File: src/rtl/bike_display_sequencer_if.sv
// Formatter handshake between the display sequencer (master) and the external
// ASCII formatter (slave).
interface bike_display_sequencer_if #(
    parameter int NUM_MODES = 4,
    parameter int DIGITS    = 6
);
    logic                   fmt_start;
    logic [NUM_MODES-1:0]   fmt_mode;
    logic                   fmt_valid;
    logic [8*DIGITS-1:0]    fmt_data;

    modport master (output fmt_start, output fmt_mode, input fmt_valid, input fmt_data);
    modport slave  (input fmt_start, input fmt_mode, output fmt_valid, output fmt_data);
endinterface

File: src/rtl/bike_display_sequencer.sv
// Bike computer display/mode controller: button-driven one-hot mode rotation,
// long-press trip clear, overspeed/motion flags and a coalescing formatter refresh.
module bike_display_sequencer #(
    parameter int NUM_MODES      = 4,
    parameter int SPEED_WIDTH    = 7,
    parameter int DIGITS         = 6,
    parameter int OVERSPEED_KMH  = 65,
    parameter int OVERSPEED_HYST = 3,
    parameter int MOVE_MIN_KMH   = 6,
    parameter int LONG_PRESS_SEC = 2,
    parameter int TIMEOUT_CYC    = 1024,
    parameter logic [NUM_MODES-1:0] POINT_MASK = 4'b0011,
    parameter logic [NUM_MODES-1:0] COLON_MASK = 4'b0100
) (
    input  logic                    clock,
    input  logic                    reset,
    input  logic                    mode_btn,
    input  logic                    half_sec_pulse,
    input  logic                    sec_pulse,
    input  logic [SPEED_WIDTH-1:0]  speed,
    output logic [NUM_MODES-1:0]    mode_onehot,
    output logic [NUM_MODES-1:0]    mode_ind,
    output logic                    overspeed,
    output logic                    en_move,
    output logic                    trip_clear,
    bike_display_sequencer_if.master fmt,
    output logic [8*DIGITS-1:0]     disp_data,
    output logic                    point,
    output logic                    col,
    output logic                    fmt_timeout
);
    localparam int HW = $clog2(LONG_PRESS_SEC + 1);
    localparam int TW = $clog2(TIMEOUT_CYC);
    localparam logic [HW-1:0] HOLD_MAX = HW'(LONG_PRESS_SEC);
    localparam logic [HW-1:0] HOLD_PRE = HW'(LONG_PRESS_SEC - 1);
    localparam logic [TW-1:0] TIMER_LAST = TW'(TIMEOUT_CYC - 1);
    localparam logic [SPEED_WIDTH-1:0] OS_SET   = SPEED_WIDTH'(OVERSPEED_KMH);
    localparam logic [SPEED_WIDTH-1:0] OS_CLR   = SPEED_WIDTH'(OVERSPEED_KMH - OVERSPEED_HYST);
    localparam logic [SPEED_WIDTH-1:0] MOVE_MIN = SPEED_WIDTH'(MOVE_MIN_KMH);

    typedef enum logic [0:0] {
        ST_IDLE = 1'b0,
        ST_WAIT = 1'b1
    } ref_state_t;

    ref_state_t     state_r;
    logic           btn_r;
    logic [HW-1:0]  hold_r;
    logic           long_r;
    logic           mode_chg_r;
    logic           blink_r;
    logic           pending_r;
    logic [TW-1:0]  timer_r;
    logic           rise_s;
    logic           fall_s;
    logic           req_s;

    assign rise_s = mode_btn & ~btn_r;
    assign fall_s = ~mode_btn & btn_r;
    // Mode change and trip clear are one cycle late so the new mode is already visible.
    assign req_s  = sec_pulse | mode_chg_r | trip_clear;

    // Button edge tracking, long-press timing and mode rotation
    always_ff @(posedge clock) begin
        if (reset) begin
            btn_r       <= 1'b0;
            hold_r      <= {HW{1'b0}};
            long_r      <= 1'b0;
            trip_clear  <= 1'b0;
            mode_chg_r  <= 1'b0;
            mode_onehot <= NUM_MODES'(1);
        end else begin
            btn_r      <= mode_btn;
            trip_clear <= 1'b0;
            mode_chg_r <= 1'b0;
            if (rise_s) begin
                hold_r <= {HW{1'b0}};
            end else if (mode_btn && sec_pulse && (hold_r != HOLD_MAX)) begin
                hold_r <= hold_r + HW'(1);
                if (hold_r == HOLD_PRE) begin
                    trip_clear <= 1'b1;
                    long_r     <= 1'b1;
                end
            end
            if (fall_s) begin
                long_r <= 1'b0;
                if (!long_r) begin
                    mode_onehot <= {mode_onehot[NUM_MODES-2:0], mode_onehot[NUM_MODES-1]};
                    mode_chg_r  <= 1'b1;
                end
            end
        end
    end

    // Blink phase, overspeed hysteresis, motion enable and mode indicator
    always_ff @(posedge clock) begin
        if (reset) begin
            blink_r   <= 1'b0;
            overspeed <= 1'b0;
            en_move   <= 1'b0;
            mode_ind  <= NUM_MODES'(1);
        end else begin
            if (half_sec_pulse) begin
                blink_r <= ~blink_r;
            end
            if (speed > OS_SET) begin
                overspeed <= 1'b1;
            end else if (speed <= OS_CLR) begin
                overspeed <= 1'b0;
            end
            en_move  <= (speed >= MOVE_MIN);
            mode_ind <= mode_onehot | ((overspeed & blink_r) ? ~mode_onehot : {NUM_MODES{1'b0}});
        end
    end

    // Formatter refresh handshake with request coalescing and timeout
    always_ff @(posedge clock) begin
        if (reset) begin
            state_r       <= ST_IDLE;
            pending_r     <= 1'b0;
            timer_r       <= {TW{1'b0}};
            fmt.fmt_start <= 1'b0;
            fmt.fmt_mode  <= NUM_MODES'(1);
            fmt_timeout   <= 1'b0;
            disp_data     <= {DIGITS{8'h20}};
            point         <= 1'b0;
            col           <= 1'b0;
        end else begin
            fmt.fmt_start <= 1'b0;
            fmt_timeout   <= 1'b0;
            case (state_r)
                ST_IDLE: begin
                    if (req_s || pending_r) begin
                        fmt.fmt_start <= 1'b1;
                        fmt.fmt_mode  <= mode_onehot;
                        pending_r     <= 1'b0;
                        timer_r       <= {TW{1'b0}};
                        state_r       <= ST_WAIT;
                    end
                end
                ST_WAIT: begin
                    timer_r <= timer_r + TW'(1);
                    if (req_s) begin
                        pending_r <= 1'b1;
                    end
                    if (fmt.fmt_valid) begin
                        disp_data <= fmt.fmt_data;
                        point     <= |(fmt.fmt_mode & POINT_MASK);
                        col       <= (|(fmt.fmt_mode & COLON_MASK)) ? ~col : 1'b0;
                        state_r   <= ST_IDLE;
                    end else if (timer_r == TIMER_LAST) begin
                        fmt_timeout <= 1'b1;
                        state_r     <= ST_IDLE;
                    end
                end
                default: begin
                    state_r <= ST_IDLE;
                end
            endcase
        end
    end
endmodule
File: src/flat_wrapper.sv
// flat-port wrapper written by rule: the top's interface ports become plain ports
module bike_display_sequencer_flat 
#(
    parameter int NUM_MODES      = 4,
    parameter int SPEED_WIDTH    = 7,
    parameter int DIGITS         = 6,
    parameter int OVERSPEED_KMH  = 65,
    parameter int OVERSPEED_HYST = 3,
    parameter int MOVE_MIN_KMH   = 6,
    parameter int LONG_PRESS_SEC = 2,
    parameter int TIMEOUT_CYC    = 1024,
    parameter logic [NUM_MODES-1:0] POINT_MASK = 4'b0011,
    parameter logic [NUM_MODES-1:0] COLON_MASK = 4'b0100
)
  (clock, reset, mode_btn, half_sec_pulse, sec_pulse, speed, mode_onehot, mode_ind, overspeed, en_move, trip_clear, disp_data, point, col, fmt_timeout, fmt_fmt_start, fmt_fmt_mode, fmt_fmt_valid, fmt_fmt_data);
  bike_display_sequencer_if #(.NUM_MODES(NUM_MODES), .DIGITS(DIGITS)) fmt_i ();
  input  logic clock;
  input  logic reset;
  input  logic mode_btn;
  input  logic half_sec_pulse;
  input  logic sec_pulse;
  input  logic [SPEED_WIDTH-1:0] speed;
  output logic [NUM_MODES-1:0] mode_onehot;
  output logic [NUM_MODES-1:0] mode_ind;
  output logic overspeed;
  output logic en_move;
  output logic trip_clear;
  output logic [8*DIGITS-1:0] disp_data;
  output logic point;
  output logic col;
  output logic fmt_timeout;
  output wire logic [$bits(fmt_i.fmt_start)-1:0] fmt_fmt_start;
  output wire logic [$bits(fmt_i.fmt_mode)-1:0] fmt_fmt_mode;
  input wire logic [$bits(fmt_i.fmt_valid)-1:0] fmt_fmt_valid;
  input wire logic [$bits(fmt_i.fmt_data)-1:0] fmt_fmt_data;
  assign fmt_fmt_start = fmt_i.fmt_start;
  assign fmt_fmt_mode = fmt_i.fmt_mode;
  assign fmt_i.fmt_valid = fmt_fmt_valid;
  assign fmt_i.fmt_data = fmt_fmt_data;
  bike_display_sequencer #(.NUM_MODES(NUM_MODES), .SPEED_WIDTH(SPEED_WIDTH), .DIGITS(DIGITS), .OVERSPEED_KMH(OVERSPEED_KMH), .OVERSPEED_HYST(OVERSPEED_HYST), .MOVE_MIN_KMH(MOVE_MIN_KMH), .LONG_PRESS_SEC(LONG_PRESS_SEC), .TIMEOUT_CYC(TIMEOUT_CYC), .POINT_MASK(POINT_MASK), .COLON_MASK(COLON_MASK)) u_core (.clock(clock), .reset(reset), .mode_btn(mode_btn), .half_sec_pulse(half_sec_pulse), .sec_pulse(sec_pulse), .speed(speed), .mode_onehot(mode_onehot), .mode_ind(mode_ind), .overspeed(overspeed), .en_move(en_move), .trip_clear(trip_clear), .fmt(fmt_i), .disp_data(disp_data), .point(point), .col(col), .fmt_timeout(fmt_timeout));
endmodule
File: config.mk
export PLATFORM = sky130hd
export DESIGN_NAME = bike_display_sequencer_flat
export DESIGN_NICKNAME = d
export VERILOG_FILES = /design/src/rtl/bike_display_sequencer_if.sv /design/src/rtl/bike_display_sequencer.sv /design/src/flat_wrapper.sv
export SDC_FILE = /design/constraint.sdc
export NUM_CORES = 1
export LEC_CHECK = 0
export CORE_MARGIN = 4
export CORE_UTILIZATION = 46
export DETAILED_ROUTE_END_ITERATION = 10
export GPL_ROUTABILITY_DRIVEN = 0
export GPL_TIMING_DRIVEN = 0
export PLACE_DENSITY = 0.85
export SLEW_MARGIN = 20
export SYNTH_ARGS = -nofsm -noshare
export SYNTH_HDL_FRONTEND = slang
export SYNTH_SLANG_ARGS = --single-unit
File: constraint.sdc
create_clock -name clock -period 2.1 [get_ports clock]
set_clock_uncertainty 0.15 [all_clocks]
set_input_delay 0.42 -clock clock [delete_from_list [all_inputs] [get_ports clock]]
set_output_delay 0.42 -clock clock [all_outputs]
set_load 0.01 [all_outputs]
Yosys cells after proc, flatten, opt, wreduce, memory -nomap -nowiden
Index checks and enable logic that the tools add are counted.
{"block": "totals", "out_inout_bits": 67, "wordCells": 77, "regBits": 85, "inputBits": 61}
{"block": "op_classes", "muxes": 16, "n_lt_le_gt_ge": 3, "addsub": 2, "n_bitwise": 16, "reduce_logical": 16, "eq_ne": 5}
{"cell": "$pmux W10 S2", "count": 1}
{"cell": "$mux W1", "count": 11}
{"cell": "$add A10 B1 Y10 const B", "count": 1}
{"cell": "$eq A10 B10 Y1 const B", "count": 1}
{"cell": "$mux W10", "count": 1}
{"cell": "$reduce_or A2 Y1", "count": 5}
{"cell": "$not A1 Y1", "count": 9}
{"cell": "$reduce_and A2 Y1", "count": 4}
{"cell": "$ge A7 B3 Y1 const B", "count": 1}
{"cell": "$gt A7 B7 Y1 const B", "count": 1}
{"cell": "$le A7 B6 Y1 const B", "count": 1}
{"cell": "$reduce_or A3 Y1", "count": 2}
{"cell": "$mux W4", "count": 1}
{"cell": "$ne A2 B2 Y1 const B", "count": 2}
{"cell": "$not A4 Y4", "count": 1}
{"cell": "$or A4 B4 Y4", "count": 1}
{"cell": "$pmux W1 S2", "count": 2}
{"cell": "$and A1 B1 Y1", "count": 3}
{"cell": "$reduce_and A3 Y1", "count": 1}
{"cell": "$add A2 B1 Y2 const B", "count": 1}
{"cell": "$eq A2 B1 Y1 const B", "count": 1}
{"cell": "$logic_and A1 B1 Y1", "count": 2}
{"cell": "$ne A2 B1 Y1 const B", "count": 1}
{"cell": "$or A1 B1 Y1", "count": 2}
{"cell": "2 further kinds", "count": 2}

Depth between registers and ports, before layout
Gate-level depths: netlist (run 1).
{"block": "logic_depth", "depth_word": 5, "mapped_depth": 6, "mapped_depth_nobuf": 5}

Least setup slack after synthesis (run 1)
Ideal clock, no wire load.
{"block": "synth_timing", "path_type": "reg-to-reg", "startpoint": "register u_core.timer_r[0]", "endpoint": "register u_core.timer_r[8]", "t_required_ns": 1.863, "slack_ns": 0.652, "setup_time_ns": 0.087, "path_stages_with_launch": 5, "t_arrival_ns": 1.211, "synth_period_minus_slack_ns": 1.448, "path_buffers": 0, "path_cell_list": "dfxtp_1 > ha_1 > nand4_1 > or4_1 > o31ai_1"}
{"block": "synth_via", "elab_chain_cells": 2}
{"item": "start, declared", "line": "bike_display_sequencer.sv:53", "text": "logic [TW-1:0] timer_r;"}
{"item": "start signal, assigned", "line": "bike_display_sequencer.sv:121", "text": "timer_r <= {TW{1'b0}};"}
{"item": "start signal, assigned", "line": "bike_display_sequencer.sv:137", "text": "timer_r <= {TW{1'b0}};"}
{"item": "start signal, assigned", "line": "bike_display_sequencer.sv:142", "text": "timer_r <= timer_r + TW'(1);"}
{"item": "$add A10 B1 Y10", "line": "bike_display_sequencer.sv:142"}
{"item": "$pmux W10 S2", "line": "bike_display_sequencer.sv:131", "text": "case (state_r)"}
No other way between the ends.
A chain may end at the register's enable or synchronous reset.

Final worst setup path (run 1)
{"block": "layout_timing", "startpoint": "register u_core.overspeed", "endpoint": "output port overspeed"}
{"item": "start, declared", "line": "bike_display_sequencer.sv:23", "text": "output logic overspeed,"}
{"item": "start signal, assigned", "line": "bike_display_sequencer.sv:99", "text": "overspeed <= 1'b0;"}
{"item": "start signal, assigned", "line": "bike_display_sequencer.sv:107", "text": "overspeed <= 1'b1;"}
{"item": "start signal, assigned", "line": "bike_display_sequencer.sv:109", "text": "overspeed <= 1'b0;"}
{"item": "end, declared", "line": "flat_wrapper.sv:25", "text": "output logic overspeed;"}
No word-level cell between the ends.

==> flow_summary.toml, run 1 <==
[clocking]
cts.reportedPaths.clkPinSlew_ns = 0.08
cts_tree = "done"
cts_max_path_buffers = 2
cts_max_level = 3
cts_inserted_buffers = 9
insertion_delay_ns = 0.35
ctsResizeCount = 0
cts_num_sinks = 85
cts_root_buf = "clkbuf_8"
post_cts_buffers = 0
ctsHoldBuffers = 0

[routing]
wl_met2_um = 3880
wl_met3_um = 735
drtIter0Drc = 112
wl_per_cell_um = 14.2
drt-total-wl_um = 8350
drcViolationCount = 0
ant_nets = 0
dr.pass1.iters = 4
num_vias = 2973
drt-met1-wl_um = 3580
top_layer = "met4"
post_drt_via_cell_ratio = 5.05

[yosys]
ys_warn_count = 0
synth_cells = 370
synth_area_per_cell_um2 = 8.43
synth.distinct_cells = 39
async_flop_share_pct = 0
syn_nets = 434
seq_area_frac_synth_pct = 54.6
synth.cell_area_um2 = 3120
ys_seq_elements = 85
synth_top_flop_cell = "dfxtp_1"
synth_edf_count = 0

[final_layout]
layout_commonest_cell = "clkdlybuf4s50_1"
fin_cells = 589
layout_common_cells = "clkdlybuf4s50_1, nand2_1, dfxtp_1"
drive_above_1_share_pct = 5.47
finalInstanceArea_um2 = 4670
area_delta_synth_final_pct = 49.7
layout.nets = 572
antenna_cells = 0

[worst_setup_path]
rr_endpoint = "u_core.timer_r[8]"
critPathMaxFanout = 7
ff2ff_path_depth = 4
rr_startpoint = "u_core.timer_r[0]"
cp_num_buf_inv = 1
crit_chain = "clkdlybuf4s50_1"
cp_slowest_cell = "clkdlybuf4s50_1"
slowest_delay_ns = 0.59
worstPathArrival_ns = 1.40
endpoint_kind = "primary output"
worstSetupPathDepth = 1
cp.required_ns = 1.53
crit_type = "register to primary output"
cp_top_family = "buffers and inverters"
startpoint_type = "register"
r2r_slack_ns = 0.45

[timing]
post-route-period-util_pct = 93.8
timing.fmax_mhz = 507
slew_violations = 0
slew_headroom_pct = 62.3
hold_viol = 0
rsz0062_at_grt = "no"
setup_viol = 0
period_needed_ns = 1.97
tightest_slew_ns = 0.566

[floorplan]
io_pins = 128
initial_utilization_pct = 48.3
chipWidth_um = 90.3
num_rows = 29
coreArea_um2 = 6460
die_area_um2 = 8160
die_y_um = 90.3

[min_path]
hold_depth = 2
hold_end = "u_core.disp_data[17]"
hold_path_class = "register to register"
min_from = "u_core.disp_data[17]"

[pwr]
p_sw_share_pct = 24.5
internal_power_mw = 2.49
power.leakage_nw = 1.69
vdd_drop_max_uv = 461
seqPwrFrac_pct = 52.2
power_density_nw_per_um2 = 707
comb_power_share_pct = 14.7
netSwitchingPower_uw = 809
p_clk_share_pct = 33.0

[placed_design]
port_buffers = 127
dp.cells = 574
placed_area_um2 = 4490
dpl.hpwl_um = 6290

[outcome]
status = "complete, no violations"

[job]
max_cap_violations = 0

[grt]
grt_overflow = 0
grt_usage_pct = 20.7
antenna_found_initial = 0
grt_pass1_vias = 2904
grt_max_degree = 14
grt_pass1_wl_um = 13700
==> state kept, by name, indices dropped and copies added (netlist names), 2 cells and up <==
signal               flops
u_core.disp_data        48
u_core.timer_r          10
u_core.fmt.fmt_mode      4
u_core.mode_ind          4
u_core.mode_onehot       4
u_core.hold_r            2
==> synth_stat cells (2+ instances only) <==
cell      instances  share of area (%)
buf_1             8               0.96
inv_1             7               0.84
or3_1             2               0.40
nor4_2            2               0.80
nor2b_1           3               0.60
ha_1              3                1.2
xor2_1            3               0.84
nand3_1          17                2.7
clkbuf_1          5               0.60
a211oi_1          2               0.48
mux2i_1           4                1.3
or4_1             3               0.72
a21oi_1          54                8.7
nor2_1           18                2.2
and2_1            2               0.40
nand4_1           3               0.60
o31ai_1           3               0.72
buf_2             9                1.4
dfxtp_1          85                 55
nand2b_1          2               0.40
o21ai_0           4               0.64
nand2_1         105                 13
xnor2_1           2               0.56
nor3_1            9                1.4
==> metal layers <==
metal	track usage (%)	up-vias
met4	8.16	0
met1	24.0	1337
li1	-	1513
met5	0	-
met3	7.83	11
met2	34.5	112
==> worst max-delay path by stage <==
stage,endpoint,start,slack (ns)
CTS,overspeed,u_core.overspeed,0.10
floorplan,u_core.timer_r[8],u_core.timer_r[0],0.65
finish,overspeed,u_core.overspeed,0.13
global placement,u_core.point,reset,-0.07
detailed placement,u_core.point,reset,-0.08
global route,overspeed,u_core.overspeed,0.06
==> power groups by stage <==
stage,combinational (mW),sequential [mW],clock (mW)
2_1_floorplan,0.173,1.78,0
3_3_place_gp,0.481,1.76,0
3_5_place_dp,0.488,1.76,0
4_1_cts,0.491,1.72,1.12
5_1_grt,0.532,1.73,1.18
6_report,0.486,1.72,1.09
==> area by class of cell <==
class	count	area, um^2
sequential	85	1700
timing repair buffer	127	1270
multi-input combinational	255	1290
tap	77	96.3
buffer	23	101
inverter	7	26.3
clock buffer	11	131
clock inverter	4	50.0
fill	503	1790
==> through the flow <==
stage	hold slack, ns	total power [mW]	TNS [ns]	setup slack [ns]	utilization, %
final	0.304	3.30	0	0.129	72.3
after global routing	0.319	3.45	0	0.0557	72.3
after CTS	0.306	3.33	0	0.100	72.3
after detailed placement	0.296	2.25	-0.496	-0.0808	69.5
after global placement	0.290	2.24	-0.334	-0.0686	69.5
after floorplan	0.316	1.96	0	0.652	-
==> logic make-up after synthesis <==
family / count (synthesis) / synth area share [%]
flip-flops: 85 / 54.6
adder cells (fa/ha/maj): 3 / 1.20
AO/OA/AOI/OAI: 70 / 12.3
buffers and inverters: 30 / 4.09
AND/OR/NAND/NOR: 172 / 24.8
XOR/XNOR: 5 / 1.40
multiplexers: 5 / 1.64
(Power assumes the default switching activity.)
==> run 2: changes to the inputs <==
- clock period: 2.1 -> 2.55 ns (I/O delays scaled with it)
==> results of run 2 <==
The final DEF is identical to that of run 1. Status: complete, no violations.
Among the figures that moved: setup slack after placement -0.0808 ns -> 0.279 ns; setup slack after layout 0.129 ns -> 0.489 ns; register-to-register setup slack 0.45 ns -> 0.90 ns; total power 3.30 mW -> 2.72 mW; worst IR drop on VDD 461 uV -> 380 uV
==> run 3: changes to the inputs <==
- CORE_UTILIZATION: 46 -> 38
- PLACE_DENSITY: 0.85 -> 0.75
- clock period: 2.55 -> 1.73 ns (I/O delays scaled with it)
==> flow_summary.toml, run 3 (synthesis gave the netlist of run 1 again) <==
[outcome]
status = "complete, no violations"

[pwr]
power_density_nw_per_um2 = 855
power.leakage_nw = 2.20
vdd_drop_max_uv = 438
p_total_mw = 4.03

[timing]
tightest_slew_ns = 0.463
period_needed_ns = 1.68
slew_violations = 0
slew_headroom_pct = 69.0
whs_ns = 0.303
hold_viol = 0
setup_viol = 0
fin_ws_ns = 0.0451
rsz0062_at_grt = "no"
setup_tns_ns = 0
timing.fmax_mhz = 594
post-route-period-util_pct = 97.4

[clocking]
post_cts_buffers = 0
cts_max_level = 3
cts_num_sinks = 85
cts_max_path_buffers = 2
cts_root_buf = "clkbuf_8"
insertion_delay_ns = 0.34
cts.reportedPaths.clkPinSlew_ns = 0.08
ctsHoldBuffers = 0
ctsResizeCount = 51
cts_tree = "done"
cts_inserted_buffers = 9

[grt]
antenna_found_initial = 0
grt_pass1_vias = 2857
grt_overflow = 0
grt_pass1_wl_um = 13900
grt_usage_pct = 17.7
grt_max_degree = 14

[routing]
drcViolationCount = 0
num_vias = 3024
drtIter0Drc = 148
ant_nets = 0
wl_per_cell_um = 14.1
dr.pass1.iters = 4
drt-total-wl_um = 8700
post_drt_via_cell_ratio = 4.92

[worst_setup_path]
cp_num_buf_inv = 1
critPathMaxFanout = 1
cp_slowest_cell = "clkdlybuf4s50_1"
crit_chain = "clkdlybuf4s50_1"
cp.required_ns = 1.23
crit_type = "register to primary output"
worstPathArrival_ns = 1.19
endpoint_kind = "primary output"
slowest_delay_ns = 0.54
cp_top_family = "buffers and inverters"
startpoint_type = "register"

[floorplan]
chipWidth_um = 98.6
die_y_um = 98.6
initial_utilization_pct = 39.7
io_pins = 128
num_rows = 32
die_area_um2 = 9720
coreArea_um2 = 7850

[final_layout]
layout_commonest_cell = "nand2_1"
antenna_cells = 0
drive_above_1_share_pct = 7.60
top_regs = "u_core.disp_data x48, u_core.timer_r x10"
layout.nets = 572
layout_common_cells = "nand2_1, dfxtp_1, clkdlybuf4s50_1"
regMostFlops = "u_core.disp_data"
final_util_pct = 60.1
area_delta_synth_final_pct = 51.1
largest_register_ffs = 48

[placed_design]
port_buffers = 127
dpl.hpwl_um = 6500
post-place-ws_ns = -0.330

[min_path]
hold_path_class = "register to register"

[job]
max_cap_violations = 0
run 3: cell count changes in the layout (fill, tap and decap cells not counted), sizes merged:
cell	change
buf	-6
clkinv	-1
dlymetal6s2s	+19
clkdlybuf4s50	-66
clkbuf	+8
dlygate4sd2	+47
run 3: through the flow:
| stage | cells | cell area [um^2] |
|---|---|---|
| 2_1_floorplan | 370 | 3120 |
| 3_5_place_dp | 599 | 4520 |
| 6_report | 615 | 4710 |
| 5_1_grt | 615 | 4710 |
| 4_1_cts | 615 | 4660 |
| 3_3_place_gp | 599 | 4520 |
run 3: worst paths after layout:
path / start / endpoint / slack, ns / cells past startpoint
max: u_core.fmt_timeout / fmt_timeout / 0.05 / 1
min: u_core.disp_data[8] / u_core.disp_data[8] / 0.30 / 2
max reg2reg: u_core.timer_r[1] / u_core.timer_r[8] / 0.07 / 4
min reg2reg: u_core.disp_data[8] / u_core.disp_data[8] / 0.30 / 2
run 3: power breakdown:
group          leakage [nW]  internal [mW]  switching, mW
combinational          1.42          0.286          0.268
clock                0.0899          0.710          0.677
sequential            0.693           2.04         0.0498
total                  2.20           3.04          0.995
run 3: metal layers:
| metal | wire [um] | part of all wire (%) | GRT usage [%] | vias to the layer above |
|---|---|---|---|---|
| met5 | 0 | 0 | 0 | - |
| met2 | 3990 | 46 | 28.9 | 135 |
| li1 | - | - | - | 1514 |
| met4 | 153 | 1.8 | 6.51 | 0 |
| met1 | 3780 | 43 | 21.6 | 1362 |
| met3 | 778 | 8.9 | 6.09 | 13 |
run 3: cell type report:
type | instances | area, um^2
plain buffers | 23 | 110
repair buffers | 127 | 1260
flip-flops and latches | 85 | 1710
fillers | 744 | 3130
well taps | 102 | 128
inverters | 7 | 26.3
multi-input cells | 255 | 1290
clock buffers | 13 | 149
clock inverters | 3 | 45.0
